## config.mk

```make
export PLATFORM = sky130hd
export DESIGN_NAME = pc_int_unit_flat
export DESIGN_NICKNAME = d
export VERILOG_FILES = /design/src/rtl/pc_int_pkg.sv /design/src/rtl/pc_int_unit_if.sv /design/src/rtl/pc_int_unit_irq_prio_enc.sv /design/src/rtl/pc_int_unit.sv /design/src/flat_wrapper.sv
export SDC_FILE = /design/constraint.sdc
export NUM_CORES = 1
export LEC_CHECK = 0
export BUFFER_PORTS_ARGS = -buffer_cell sky130_fd_sc_hd__buf_2
export CAP_MARGIN = 25
export CORE_UTILIZATION = 40
export DETAILED_ROUTE_END_ITERATION = 7
export GPL_TIMING_DRIVEN = 0
export PLACE_DENSITY = 0.7
export SYNTH_ARGS = -nofsm -noshare
export SYNTH_HDL_FRONTEND = slang
export SYNTH_SLANG_ARGS = --single-unit
```

## constraint.sdc

```tcl
create_clock -name clk -period 6.7 [get_ports clk]
set_input_delay 1.34 -clock clk [delete_from_list [all_inputs] [get_ports clk]]
set_output_delay 1.34 -clock clk [all_outputs]
set_load 0.01 [all_outputs]
```

## src/rtl/pc_int_pkg.sv

```systemverilog
`default_nettype none
// ============================================================================
// Module   : pc_int_pkg
// Brief    : Shared defaults, cause width helper and types for pc_int_unit.
// Revision : 1.0 - initial release
// ============================================================================
package pc_int_pkg;

  localparam int          C_PC_W       = 32;
  localparam int          C_N_INT      = 4;
  localparam logic [31:0] C_RESET_PC   = 32'h0000_0000;
  localparam logic [31:0] C_VEC_BASE   = 32'h0000_0008;
  localparam logic [31:0] C_VEC_STRIDE = 32'h0000_0004;

  // Width of a source index; a single source still needs one bit.
  function automatic int cw(input int n);
    return (n > 1) ? $clog2(n) : 1;
  endfunction

  localparam int C_CW = cw(C_N_INT);

  typedef logic [C_CW-1:0] cause_t;

  typedef enum logic [0:0] {
    ST_RUN = 1'b0,
    ST_ISR = 1'b1
  } state_t;

endpackage
`default_nettype wire

```

## src/rtl/pc_int_unit_if.sv

```systemverilog
`default_nettype none
// ============================================================================
// Module   : pc_int_unit_if
// Brief    : CPU-side bundle of the PC / interrupt unit. The master drives
//            pipeline control and interrupt lines; the slave is the unit.
// Revision : 1.0 - initial release
// ============================================================================
interface pc_int_unit_if
  import pc_int_pkg::*;
#(
  parameter int PC_W  = C_PC_W,
  parameter int N_INT = C_N_INT
);
  localparam int CW = cw(N_INT);

  logic             stall;
  logic [N_INT-1:0] int_req;
  logic             rfe;
  logic [PC_W-1:0]  pc_next;
  logic             mask_we;
  logic [N_INT-1:0] mask_wdata;
  logic [PC_W-1:0]  pc;
  logic [PC_W-1:0]  epc;
  logic             in_isr;
  logic             int_ack;
  logic [CW-1:0]    int_cause;

  modport master (
    output stall, int_req, rfe, pc_next, mask_we, mask_wdata,
    input  pc, epc, in_isr, int_ack, int_cause
  );

  modport slave (
    input  stall, int_req, rfe, pc_next, mask_we, mask_wdata,
    output pc, epc, in_isr, int_ack, int_cause
  );

endinterface
`default_nettype wire

```

## src/rtl/pc_int_unit_irq_prio_enc.sv

```systemverilog
`default_nettype none
// ============================================================================
// Module   : irq_prio_enc
// Brief    : Fixed-priority encoder, lowest set index wins. Purely
//            combinational.
// Revision : 1.0 - initial release
// ============================================================================
module irq_prio_enc #(
  parameter int N  = 4,
  parameter int CW = 2
) (
  input  logic [N-1:0]  i_vec,
  output logic          o_any,
  output logic [CW-1:0] o_idx
);

  // Scan from the top down so the lowest set bit is the last one written.
  always_comb begin
    o_idx = '0;
    for (int i = N - 1; i >= 0; i--) begin
      if (i_vec[i]) begin
        o_idx = CW'(i);
      end
    end
  end

  assign o_any = |i_vec;

endmodule
`default_nettype wire

```

## src/rtl/pc_int_unit.sv

```systemverilog
`default_nettype none
// ============================================================================
// Module   : pc_int_unit
// Brief    : Program-counter register with vectored interrupt entry, EPC save
//            and RFE return. Rising edges on int_req latch into pending;
//            the lowest eligible source redirects fetch to its vector.
//            Build option IRQ_MASK_EN adds a writable source mask; without it
//            every source is always enabled and the mask write port is unused.
// Revision : 1.0 - initial release
// ============================================================================
module pc_int_unit
  import pc_int_pkg::*;
#(
  parameter int              PC_W       = C_PC_W,
  parameter int              N_INT      = C_N_INT,
  parameter logic [PC_W-1:0] RESET_PC   = PC_W'(C_RESET_PC),
  parameter logic [PC_W-1:0] VEC_BASE   = PC_W'(C_VEC_BASE),
  parameter logic [PC_W-1:0] VEC_STRIDE = PC_W'(C_VEC_STRIDE)
) (
  input logic          clk,
  input logic          reset,
  pc_int_unit_if.slave bus
);

  localparam int CW = cw(N_INT);

  state_t           r_state, w_state_nxt;
  logic [PC_W-1:0]  r_pc, w_pc_nxt;
  logic [PC_W-1:0]  r_epc, w_epc_nxt;
  logic             r_ack, w_ack_nxt;
  logic [CW-1:0]    r_cause, w_cause_nxt;
  logic [N_INT-1:0] r_req_q;
  logic [N_INT-1:0] r_pending, w_pending_nxt;
  logic [N_INT-1:0] w_edge, w_mask, w_elig, w_clr;
  logic [CW-1:0]    w_enc_idx;
  logic             w_enc_any;
  logic             w_in_isr;
  logic             w_take;
  logic [PC_W-1:0]  w_vec_addr;

`ifdef IRQ_MASK_EN
  logic [N_INT-1:0] r_mask;

  // Source mask register; a write takes effect from the following cycle.
  always_ff @(posedge clk or posedge reset) begin
    if (reset) begin
      r_mask <= '1;
    end else if (bus.mask_we) begin
      r_mask <= bus.mask_wdata;
    end
  end

  assign w_mask = r_mask;
`else
  logic w_unused_mask;

  assign w_mask        = '1;
  assign w_unused_mask = ^{bus.mask_we, bus.mask_wdata};
`endif

  assign w_edge   = bus.int_req & ~r_req_q;
  assign w_elig   = r_pending & w_mask;
  assign w_in_isr = (r_state == ST_ISR);

  irq_prio_enc #(
    .N  (N_INT),
    .CW (CW)
  ) u_prio_enc (
    .i_vec (w_elig),
    .o_any (w_enc_any),
    .o_idx (w_enc_idx)
  );

  // An RFE cycle never takes, so one non-ISR instruction always issues first.
  assign w_take     = !bus.stall && !w_in_isr && !bus.rfe && w_enc_any;
  assign w_vec_addr = VEC_BASE + PC_W'(w_enc_idx) * VEC_STRIDE;

  // Next-state and pending update; a fresh edge wins over the take clear.
  always_comb begin
    w_state_nxt = r_state;
    w_pc_nxt    = r_pc;
    w_epc_nxt   = r_epc;
    w_ack_nxt   = 1'b0;
    w_cause_nxt = r_cause;
    w_clr       = '0;
    if (!bus.stall) begin
      if (bus.rfe && w_in_isr) begin
        w_pc_nxt    = r_epc;
        w_state_nxt = ST_RUN;
      end else if (w_take) begin
        w_epc_nxt          = bus.pc_next;
        w_pc_nxt           = w_vec_addr;
        w_state_nxt        = ST_ISR;
        w_ack_nxt          = 1'b1;
        w_cause_nxt        = w_enc_idx;
        w_clr[w_enc_idx]   = 1'b1;
      end else begin
        w_pc_nxt = bus.pc_next;
      end
    end
    w_pending_nxt = (r_pending & ~w_clr) | w_edge;
  end

  // State registers; edge detection and pending capture run through stalls.
  always_ff @(posedge clk or posedge reset) begin
    if (reset) begin
      r_state   <= ST_RUN;
      r_pc      <= RESET_PC;
      r_epc     <= '0;
      r_ack     <= 1'b0;
      r_cause   <= '0;
      r_req_q   <= '0;
      r_pending <= '0;
    end else begin
      r_state   <= w_state_nxt;
      r_pc      <= w_pc_nxt;
      r_epc     <= w_epc_nxt;
      r_ack     <= w_ack_nxt;
      r_cause   <= w_cause_nxt;
      r_req_q   <= bus.int_req;
      r_pending <= w_pending_nxt;
    end
  end

  assign bus.pc        = r_pc;
  assign bus.epc       = r_epc;
  assign bus.in_isr    = w_in_isr;
  assign bus.int_ack   = r_ack;
  assign bus.int_cause = r_cause;

endmodule
`default_nettype wire

```

## src/flat_wrapper.sv

```systemverilog
// flat-port wrapper written by rule: the top's interface ports become plain ports
module pc_int_unit_flat import pc_int_pkg::*;
#(
  parameter int              PC_W       = C_PC_W,
  parameter int              N_INT      = C_N_INT,
  parameter logic [PC_W-1:0] RESET_PC   = PC_W'(C_RESET_PC),
  parameter logic [PC_W-1:0] VEC_BASE   = PC_W'(C_VEC_BASE),
  parameter logic [PC_W-1:0] VEC_STRIDE = PC_W'(C_VEC_STRIDE)
)
  (clk, reset, bus_stall, bus_int_req, bus_rfe, bus_pc_next, bus_mask_we, bus_mask_wdata, bus_pc, bus_epc, bus_in_isr, bus_int_ack, bus_int_cause);
  pc_int_unit_if #(.PC_W(PC_W), .N_INT(N_INT)) bus_i ();
  input logic clk;
  input logic reset;
  input wire logic [$bits(bus_i.stall)-1:0] bus_stall;
  input wire logic [$bits(bus_i.int_req)-1:0] bus_int_req;
  input wire logic [$bits(bus_i.rfe)-1:0] bus_rfe;
  input wire logic [$bits(bus_i.pc_next)-1:0] bus_pc_next;
  input wire logic [$bits(bus_i.mask_we)-1:0] bus_mask_we;
  input wire logic [$bits(bus_i.mask_wdata)-1:0] bus_mask_wdata;
  output wire logic [$bits(bus_i.pc)-1:0] bus_pc;
  output wire logic [$bits(bus_i.epc)-1:0] bus_epc;
  output wire logic [$bits(bus_i.in_isr)-1:0] bus_in_isr;
  output wire logic [$bits(bus_i.int_ack)-1:0] bus_int_ack;
  output wire logic [$bits(bus_i.int_cause)-1:0] bus_int_cause;
  assign bus_i.stall = bus_stall;
  assign bus_i.int_req = bus_int_req;
  assign bus_i.rfe = bus_rfe;
  assign bus_i.pc_next = bus_pc_next;
  assign bus_i.mask_we = bus_mask_we;
  assign bus_i.mask_wdata = bus_mask_wdata;
  assign bus_pc = bus_i.pc;
  assign bus_epc = bus_i.epc;
  assign bus_in_isr = bus_i.in_isr;
  assign bus_int_ack = bus_i.int_ack;
  assign bus_int_cause = bus_i.int_cause;
  pc_int_unit #(.PC_W(PC_W), .N_INT(N_INT), .RESET_PC(RESET_PC), .VEC_BASE(VEC_BASE), .VEC_STRIDE(VEC_STRIDE)) u_core (.clk(clk), .reset(reset), .bus(bus_i));
endmodule
```

==> flow_summary.json, run 1 <==
{
  "run_status": "finished, final reports clean",
  "synthDominantAreaCellType": "sky130_fd_sc_hd__dfrtp_1",
  "worst_hold_path_type": "register to register",
  "timing_worst_slew_pin_value_ns": 0.650,
  "worst_setup_hold_path_clk_slew_ns": 0.07,
  "post_synth_instance_area_um2": 3460,
  "groute.usage.overall": 0.213,
  "routabilityCongestion": 0.728,
  "setup_repair_after_global_routing_missed_its_margin": "no",
  "first_pass_grt_wire_length_um": 14500,
  "finalCritPeriodShare": 0.379,
  "grt_max_degree": 47,
  "final-setup-viol-count": 0,
  "initial_utilization": 0.417,
  "cpMostUsedCell": "sky130_fd_sc_hd__buf_2",
  "final_design_area_no_fill_um2": 4340,
  "fin_setup_tns_ns": 0,
  "cp-end-kind": "register",
  "synthesis.nets": 341,
  "netSwitchingFraction": 0.318,
  "final_net_count": 460,
  "total_cts_buffers": 9,
  "timing.clock.skew_ns": 0.00850,
  "critical_path_buf_inv_count": 3,
  "post-synth-top-area-fraction": 0.550,
  "antenna_left": 0,
  "ys_seq_elements": 76,
  "filler_cell_count": 791,
  "detailed_router_s_first_iteration_violation_count": 104,
  "peakVddDrop_uv": 154,
  "leakage_nw": 2.06,
  "period_needed_ns": 2.54,
  "share_of_flip_flops_with_an_asynchronous_set_or_reset": 1.00,
  "timing_hold_violations_final": 0,
  "yosysWarningCount": 0,
  "seq_power_share": 0.472,
  "max-slew-margin-rel": 0.563,
  "io_buffer_count": 107,
  "p_sw_mw": 0.427,
  "first_global_vias": 2838,
  "1st_pass_router_iterations": 4,
  "synth_cells": 296,
  "num_antenna_cells": 0,
  "timing.max_cap.violations": 0,
  "slew_viol_final": 0,
  "post-route-drc-count": 0,
  "post_cts_resize_count": 0,
  "clk_latency_ns": 0.34,
  "p_int_mw": 0.917,
  "io_pins": 113,
  "crit_type": "primary input to register",
  "slowest_cell_on_crit_path": "sky130_fd_sc_hd__or3_1",
  "place_area_um2": 4160,
  "maxClockFrequency_mhz": 394,
  "crit_chain": "buf_2 -> or3_1 -> clkbuf_1 -> buf_2 -> o41ai_1 -> o21ai_1",
  "critPathRequiredTime_ns": 6.92,
  "cts_htree_levels": 3,
  "vias": 2782,
  "cts_hold_buffers": 0,
  "cpPeakStageDelay_ns": 0.38,
  "avgViaCountPerCell": 5.30,
  "finish.cell_count_without_fillers": 525,
  "clock_sinks": 76,
  "grt_overflow": 0,
  "cts.root.buffer_cell": "sky130_fd_sc_hd__clkbuf_8",
  "syn2layout_area_growth_pct": 25.4,
  "fp.dieW_um": 95.0,
  "dp_worst_setup_slack_ns": 3.80,
  "dpl.hpwl_um": 6110,
  "synth_cell_types": 31,
  "critical_path.top_delay_family": "buffers and inverters",
  "synth_top_flop_cell": "sky130_fd_sc_hd__dfrtp_1",
  "yosys-top-cells-area": "sky130_fd_sc_hd__dfrtp_1 55%, sky130_fd_sc_hd__mux2_4 12%, sky130_fd_sc_hd__a21oi_1 8.7%",
  "routed_wirelength_um": 8870,
  "synth.avg_cell_area_um2": 11.7,
  "power-per-cell-area_nw_per_um2": 310,
  "cts_buffer_depth": 2,
  "layout-drive-gt1-share": 0.386,
  "cts_tree": "done",
  "startpoint_type_of_the_worst_setup_path": "primary input",
  "placed_cells_incl_taps": 509,
  "multi_input_comb_area_um2": 1390,
  "synth_enable_flop_cells": 0,
  "final-seq-area_um2": 1900,
  "crit_fanout": 10,
  "site_row_count": 33,
  "floorplan.core_area_um2": 8300,
  "cts_setup_buffers": 0,
  "timing.critical_path.arrival_ns": 2.76,
  "fp.dieH_um": 95.0,
  "final.setup.worst_slack_ns": 4.16,
  "antenna_found_initial": 0,
  "route.detailed.wl_per_inst_um": 16.9,
  "die_area_um2": 9020,
  "power_frac_comb": 0.276,
  "seq_area_frac_synth": 0.550,
  "hold_ws_ns": 0.407,
  "pwr-share-clk": 0.251
}
==> placed cells by master, fill, tap and decap left out, types with 2 or more instances in the layout <==
master                     netlist  layout
sky130_fd_sc_hd__mux2_1          5       5
sky130_fd_sc_hd__o21ai_1         5       5
sky130_fd_sc_hd__clkinv_2        0       5
sky130_fd_sc_hd__mux2_4         27      27
sky130_fd_sc_hd__buf_6           4       4
sky130_fd_sc_hd__o211ai_1       30      30
sky130_fd_sc_hd__o21ai_0         3       3
sky130_fd_sc_hd__nand2b_1        2       2
sky130_fd_sc_hd__nor2b_1        30      30
sky130_fd_sc_hd__clkbuf_8        0       9
sky130_fd_sc_hd__inv_1           9       8
sky130_fd_sc_hd__buf_2           4     111
sky130_fd_sc_hd__nor2_1          3       3
sky130_fd_sc_hd__dfrtp_1        76      76
sky130_fd_sc_hd__a32oi_1         2       2
sky130_fd_sc_hd__a21oi_1        60      60
sky130_fd_sc_hd__nand2_1         4       4
sky130_fd_sc_hd__clkbuf_1       17      18
==> per-stage QoR <==
stage               total power, mW  utilization
finish                         1.34        0.523
global route                   1.42        0.523
CTS                            1.35        0.523
detailed placement             1.02        0.501
global placement               1.00        0.497
floorplan                     0.853            -
==> flip-flops by register name (all words and copies together), names as in the netlist <==
name	flops
u_core.bus.epc	32
u_core.r_req_q	4
u_core.bus.pc	32
u_core.r_pending	4
u_core.bus.int_ack	1
u_core.bus.in_isr	1
u_core.bus.int_cause	2
==> final cells by class <==
class / instances / share of cell area
Buffer: 25 / 0.0297
Timing Repair Buffer: 108 / 0.130
Sequential cell: 76 / 0.438
Multi-Input combinational cell: 185 / 0.320
Inverter: 10 / 0.00923
Tap cell: 105 / 0.0303
Clock buffer: 10 / 0.0294
Clock inverter: 6 / 0.0127
==> kinds of logic after synthesis <==
group	after synthesis	share of synthesized area
DFF	76	0.550
AOI/OAI and AO/OA	107	0.187
and+or+nand+nor	46	0.0810
buffers and inverters	35	0.0481
muxes	32	0.134
==> metal layers <==
| layer | track usage | part of all wire | up-vias | routed length [um] |
|---|---|---|---|---|
| met2 | 0.334 | 0.47 | 103 | 4150 |
| met1 | 0.291 | 0.46 | 1375 | 4050 |
| met5 | 0 | 0 | - | 0 |
| met4 | 0.0707 | 0.014 | 0 | 127 |
| met3 | 0.0507 | 0.061 | 12 | 540 |
| li1 | - | - | 1292 | - |
==> worst register-to-register path, cell delays in order (launching register included) <==
cell                      delay (ns)
sky130_fd_sc_hd__dfrtp_1        0.46
sky130_fd_sc_hd__nor4_2         0.64
sky130_fd_sc_hd__or2_1          0.20
sky130_fd_sc_hd__buf_6          0.12
sky130_fd_sc_hd__buf_6          0.19
sky130_fd_sc_hd__mux2_4         0.32
==> final timing paths <==
path / from / endpoint / slack [ns] / cells after the start
hold / removal: u_core.r_req_q[3]$_DFF_PP0_ / u_core.r_pending[3]$_DFF_PP0_ / 0.41 / 1
max in group asynchronous: reset / u_core.bus.epc[15]$_DFFE_PP0P_ / 5.14 / 3
setup reg to reg: u_core.r_pending[1]$_DFF_PP0_ / u_core.bus.epc[8]$_DFFE_PP0P_ / 4.65 / 5
min in group asynchronous: reset / u_core.bus.epc[29]$_DFFE_PP0P_ / 0.99 / 2
setup / recovery: bus_stall / u_core.r_pending[3]$_DFF_PP0_ / 4.16 / 6
hold reg to reg: u_core.r_req_q[3]$_DFF_PP0_ / u_core.r_pending[3]$_DFF_PP0_ / 0.41 / 1
==> power groups by stage <==
stage	clock network (mW)	logic, mW	registers, mW
floorplan	0	0.179	0.674
global placement	0	0.366	0.637
detailed placement	0	0.376	0.640
CTS	0.343	0.377	0.634
global route	0.364	0.409	0.647
finish	0.338	0.371	0.634
==> synthesized netlist by cell type, types with 2 or more instances <==
library cell               number
sky130_fd_sc_hd__dfrtp_1       76
sky130_fd_sc_hd__a21oi_1       60
sky130_fd_sc_hd__nor2b_1       30
sky130_fd_sc_hd__o211ai_1      30
sky130_fd_sc_hd__mux2_4        27
sky130_fd_sc_hd__clkbuf_1      17
sky130_fd_sc_hd__inv_1          9
sky130_fd_sc_hd__mux2_1         5
sky130_fd_sc_hd__o21ai_1        5
sky130_fd_sc_hd__buf_2          4
sky130_fd_sc_hd__buf_6          4
sky130_fd_sc_hd__nand2_1        4
sky130_fd_sc_hd__nor2_1         3
sky130_fd_sc_hd__o21ai_0        3
sky130_fd_sc_hd__a32oi_1        2
sky130_fd_sc_hd__nand2b_1       2
(Power assumes the default switching activity.)
==> run 2, diff against run 1 <==
Settings changed: ABC_AREA from default to 1, PLACE_DENSITY 0.7 to 0.73.
Clock period 6.7 ns to 2.2 ns, I/O delays scaled along.
==> run 2 against run 1 <==
  * Core utilization grew 0.14 points
  * Critical endpoint is now u_core.bus.pc[22]$_DFFE_PP0N_
  * Largest cell class unchanged
  * Combinational power grew to 2.8 times the previous value
  * Global-route usage shrank 0.078 points
  * Die area shrank 1.7%
  * Critical path depth grew 1
  * Design area shrank 0.72%
  * Count of clock-buffer cells in the layout grew 1
  * Hold slack lost 0.20 ns
  * Routed wire length shrank 2.4%
  * Setup slack lost 3.3 ns
  * Sequential power grew to 2.9 times the previous value
==> flow_summary.json, run 2 <==
{
  "run_status": "finished, final reports clean",
  "synth_enable_flop_cells": 0,
  "1st_pass_router_iterations": 4,
  "layout-drive-gt1-share": 0.269,
  "dp_worst_setup_slack_ns": 0.641,
  "synth.avg_cell_area_um2": 7.94,
  "power-per-cell-area_nw_per_um2": 947,
  "fp.dieH_um": 94.2,
  "globalRoute.busiestLayer": "met2",
  "yosysWarningCount": 0,
  "yosysMostFrequentCell": "sky130_fd_sc_hd__nand2_1",
  "leakage_nw": 2.50,
  "routabilityCongestion": 0.765,
  "globalRouteMet2Util": 0.347,
  "floorplan.core_area_um2": 8220,
  "worst_hold_path_type": "primary input to register",
  "post_synth_and_or_nand_nor_area_fraction": 0.319,
  "final_net_count": 591,
  "clock_sinks": 76,
  "num_antenna_cells": 0,
  "layout_commonest_cell": "sky130_fd_sc_hd__nand2_1",
  "timing_worst_slew_pin_value_ns": 0.800,
  "avgViaCountPerCell": 4.73,
  "cts_htree_levels": 3,
  "place_area_um2": 4080,
  "cpPeakStageDelay_ns": 0.41,
  "yosys-top-cells-area": "sky130_fd_sc_hd__dfrtp_1 56%, sky130_fd_sc_hd__nand2_1 25%, sky130_fd_sc_hd__nand3_1 4.9%",
  "finalCritPeriodShare": 0.627,
  "crit_chain": "nand2_1 -> clkinv_1 -> buf_4 -> nand2_1 -> nand2_1 -> nand2_1 -> nand2_1",
  "final_design_area_no_fill_um2": 4310,
  "timing_hold_violations_final": 0,
  "setup_repair_after_global_routing_missed_its_margin": "no",
  "post_cts_resize_count": 0,
  "initial_utilization": 0.413,
  "final-setup-viol-count": 0,
  "synth_top_flop_cell": "sky130_fd_sc_hd__dfrtp_1",
  "seq_area_frac_synth": 0.560,
  "first_pass_grt_wire_length_um": 14300,
  "timing.max_cap.violations": 0,
  "synthesis.nets": 473,
  "synth_cells": 428,
  "post-synth-top-area-fraction": 0.560,
  "ys_seq_elements": 76,
  "route.detailed.wl_per_inst_um": 13.2,
  "post-route-drc-count": 0,
  "worstHoldStart": "bus_int_req[0]",
  "timing.critical_path.arrival_ns": 1.63,
  "final.setup.worst_slack_ns": 0.821,
  "cts_setup_buffers": 0,
  "detailed_router_s_first_iteration_violation_count": 112,
  "netlist_top_cells_count": "223 x sky130_fd_sc_hd__nand2_1, 76 x sky130_fd_sc_hd__dfrtp_1, 33 x sky130_fd_sc_hd__nand3_1",
  "yosys.area_share.xor_xnor": 0,
  "cts_buffer_depth": 2,
  "power_mw": 4.08,
  "critPathRequiredTime_ns": 2.45,
  "io_pins": 113,
  "slew_viol_final": 0,
  "dominant_combinational_cell_family_by_area_after_synthesis": "simple AND/OR/NAND/NOR gates",
  "fin_setup_tns_ns": 0,
  "mostFrequentLayoutCells": "223 x sky130_fd_sc_hd__nand2_1, 113 x sky130_fd_sc_hd__buf_2, 76 x sky130_fd_sc_hd__dfrtp_1",
  "fp.dieW_um": 94.2,
  "peakVddDrop_uv": 402,
  "max-slew-margin-rel": 0.466,
  "vias": 3099,
  "maxClockFrequency_mhz": 725,
  "grt_util_met1": 0.281,
  "site_row_count": 33,
  "crit_start": "u_core.bus.in_isr$_DFFE_PP0P_",
  "synth_adder_area_share": 0,
  "cts_hold_buffers": 0,
  "slowest_cell_on_crit_path": "sky130_fd_sc_hd__dfrtp_1",
  "critical_path.top_delay_family": "buffers and inverters",
  "syn2layout_area_growth_pct": 26.8,
  "cp-end-kind": "register",
  "timing.clock.skew_ns": 0.00999,
  "cpMostUsedCell": "sky130_fd_sc_hd__nand2_1",
  "io_buffer_count": 106,
  "groute.usage.overall": 0.213,
  "synth_compound_gate_area_share": 0.0453,
  "startpoint_type_of_the_worst_setup_path": "register",
  "grt_max_degree": 42,
  "antenna_found_initial": 0,
  "grt_overflow": 0,
  "dpl.hpwl_um": 6210,
  "crit_type": "register to register",
  "multi_input_comb_area_um2": 1240,
  "clk_latency_ns": 0.35,
  "period_needed_ns": 1.38,
  "routed_wirelength_um": 8660,
  "cts_tree": "done",
  "cts.root.buffer_cell": "sky130_fd_sc_hd__clkbuf_8",
  "filler_cell_count": 815,
  "synth_cell_types": 21,
  "share_of_flip_flops_with_an_asynchronous_set_or_reset": 1.00,
  "crit_fanout": 10,
  "antenna_left": 0,
  "die_area_um2": 8870,
  "final-seq-area_um2": 1900,
  "grt.met3_usage": 0.0526,
  "post_synth_instance_area_um2": 3400,
  "worst_setup_hold_path_clk_slew_ns": 0.08,
  "r2r-start": "u_core.bus.in_isr$_DFFE_PP0P_",
  "synthDominantAreaCellType": "sky130_fd_sc_hd__dfrtp_1",
  "synthMuxAreaShare": 0,
  "critical_path_buf_inv_count": 2,
  "total_cts_buffers": 9,
  "first_global_vias": 2956
}
==> run 2: changes by cell type after synthesis, moves of 13 or more <==
cell                       change
sky130_fd_sc_hd__a21oi_1      -52
sky130_fd_sc_hd__clkbuf_1     -13
sky130_fd_sc_hd__inv_1        +15
sky130_fd_sc_hd__mux2_4       -27
sky130_fd_sc_hd__nand2_1     +219
sky130_fd_sc_hd__nand3_1      +32
sky130_fd_sc_hd__nor2b_1      -30
sky130_fd_sc_hd__o211ai_1     -30
sky130_fd_sc_hd__o21ai_0      +16
==> run 2: per-layer routing <==
layer / wire length [um] / vias up
li1: - / 1549
met1: 3870 / 1431
met2: 4120 / 112
met3: 602 / 7
met4: 68 / 0
met5: 0 / -
==> run 2: kinds of logic after synthesis <==
group | after synthesis
buffers and inverters | 50
AND/OR/NAND/NOR | 272
flip-flops | 76
AO/OA/AOI/OAI | 30
==> run 2: metrics by stage <==
step           utilization  hold WS (ns)  instances
2_1_floorplan            -         0.400        428
3_3_place_gp         0.494         0.404        639
3_5_place_dp         0.497         0.408        640
4_1_cts              0.524         0.193        655
5_1_grt              0.524         0.187        655
6_report             0.524         0.205        655
==> run 2: worst paths after layout <==
path / end / slack, ns / depth (start not counted)
max in group asynchronous: u_core.bus.pc[25]$_DFFE_PP0N_ / 1.31 / 3
min in group asynchronous: u_core.bus.epc[31]$_DFFE_PP0P_ / 0.22 / 2
worst min register to register: u_core.r_pending[3]$_DFF_PP0_ / 0.42 / 1
worst min-delay path: u_core.r_req_q[0]$_DFF_PP0_ / 0.21 / 1
worst max-delay path: u_core.bus.pc[22]$_DFFE_PP0N_ / 0.82 / 7
worst max register to register: u_core.bus.pc[22]$_DFFE_PP0N_ / 0.82 / 7
==> run 2: area by class of cell <==
class | instances | share of cell area
flip-flops and latches | 76 | 0.442
multi-input cells | 302 | 0.287
repair buffers | 107 | 0.128
plain buffers | 23 | 0.0360
clock buffers | 11 | 0.0352
well taps | 105 | 0.0305
inverters | 27 | 0.0250
clock inverters | 4 | 0.0169
==> run 2: report_power, final <==
group          switching, mW  internal [mW]  total (mW)
Sequential             0.177           1.67        1.85
Combinational          0.618          0.416        1.03
Clock                  0.505          0.693        1.20
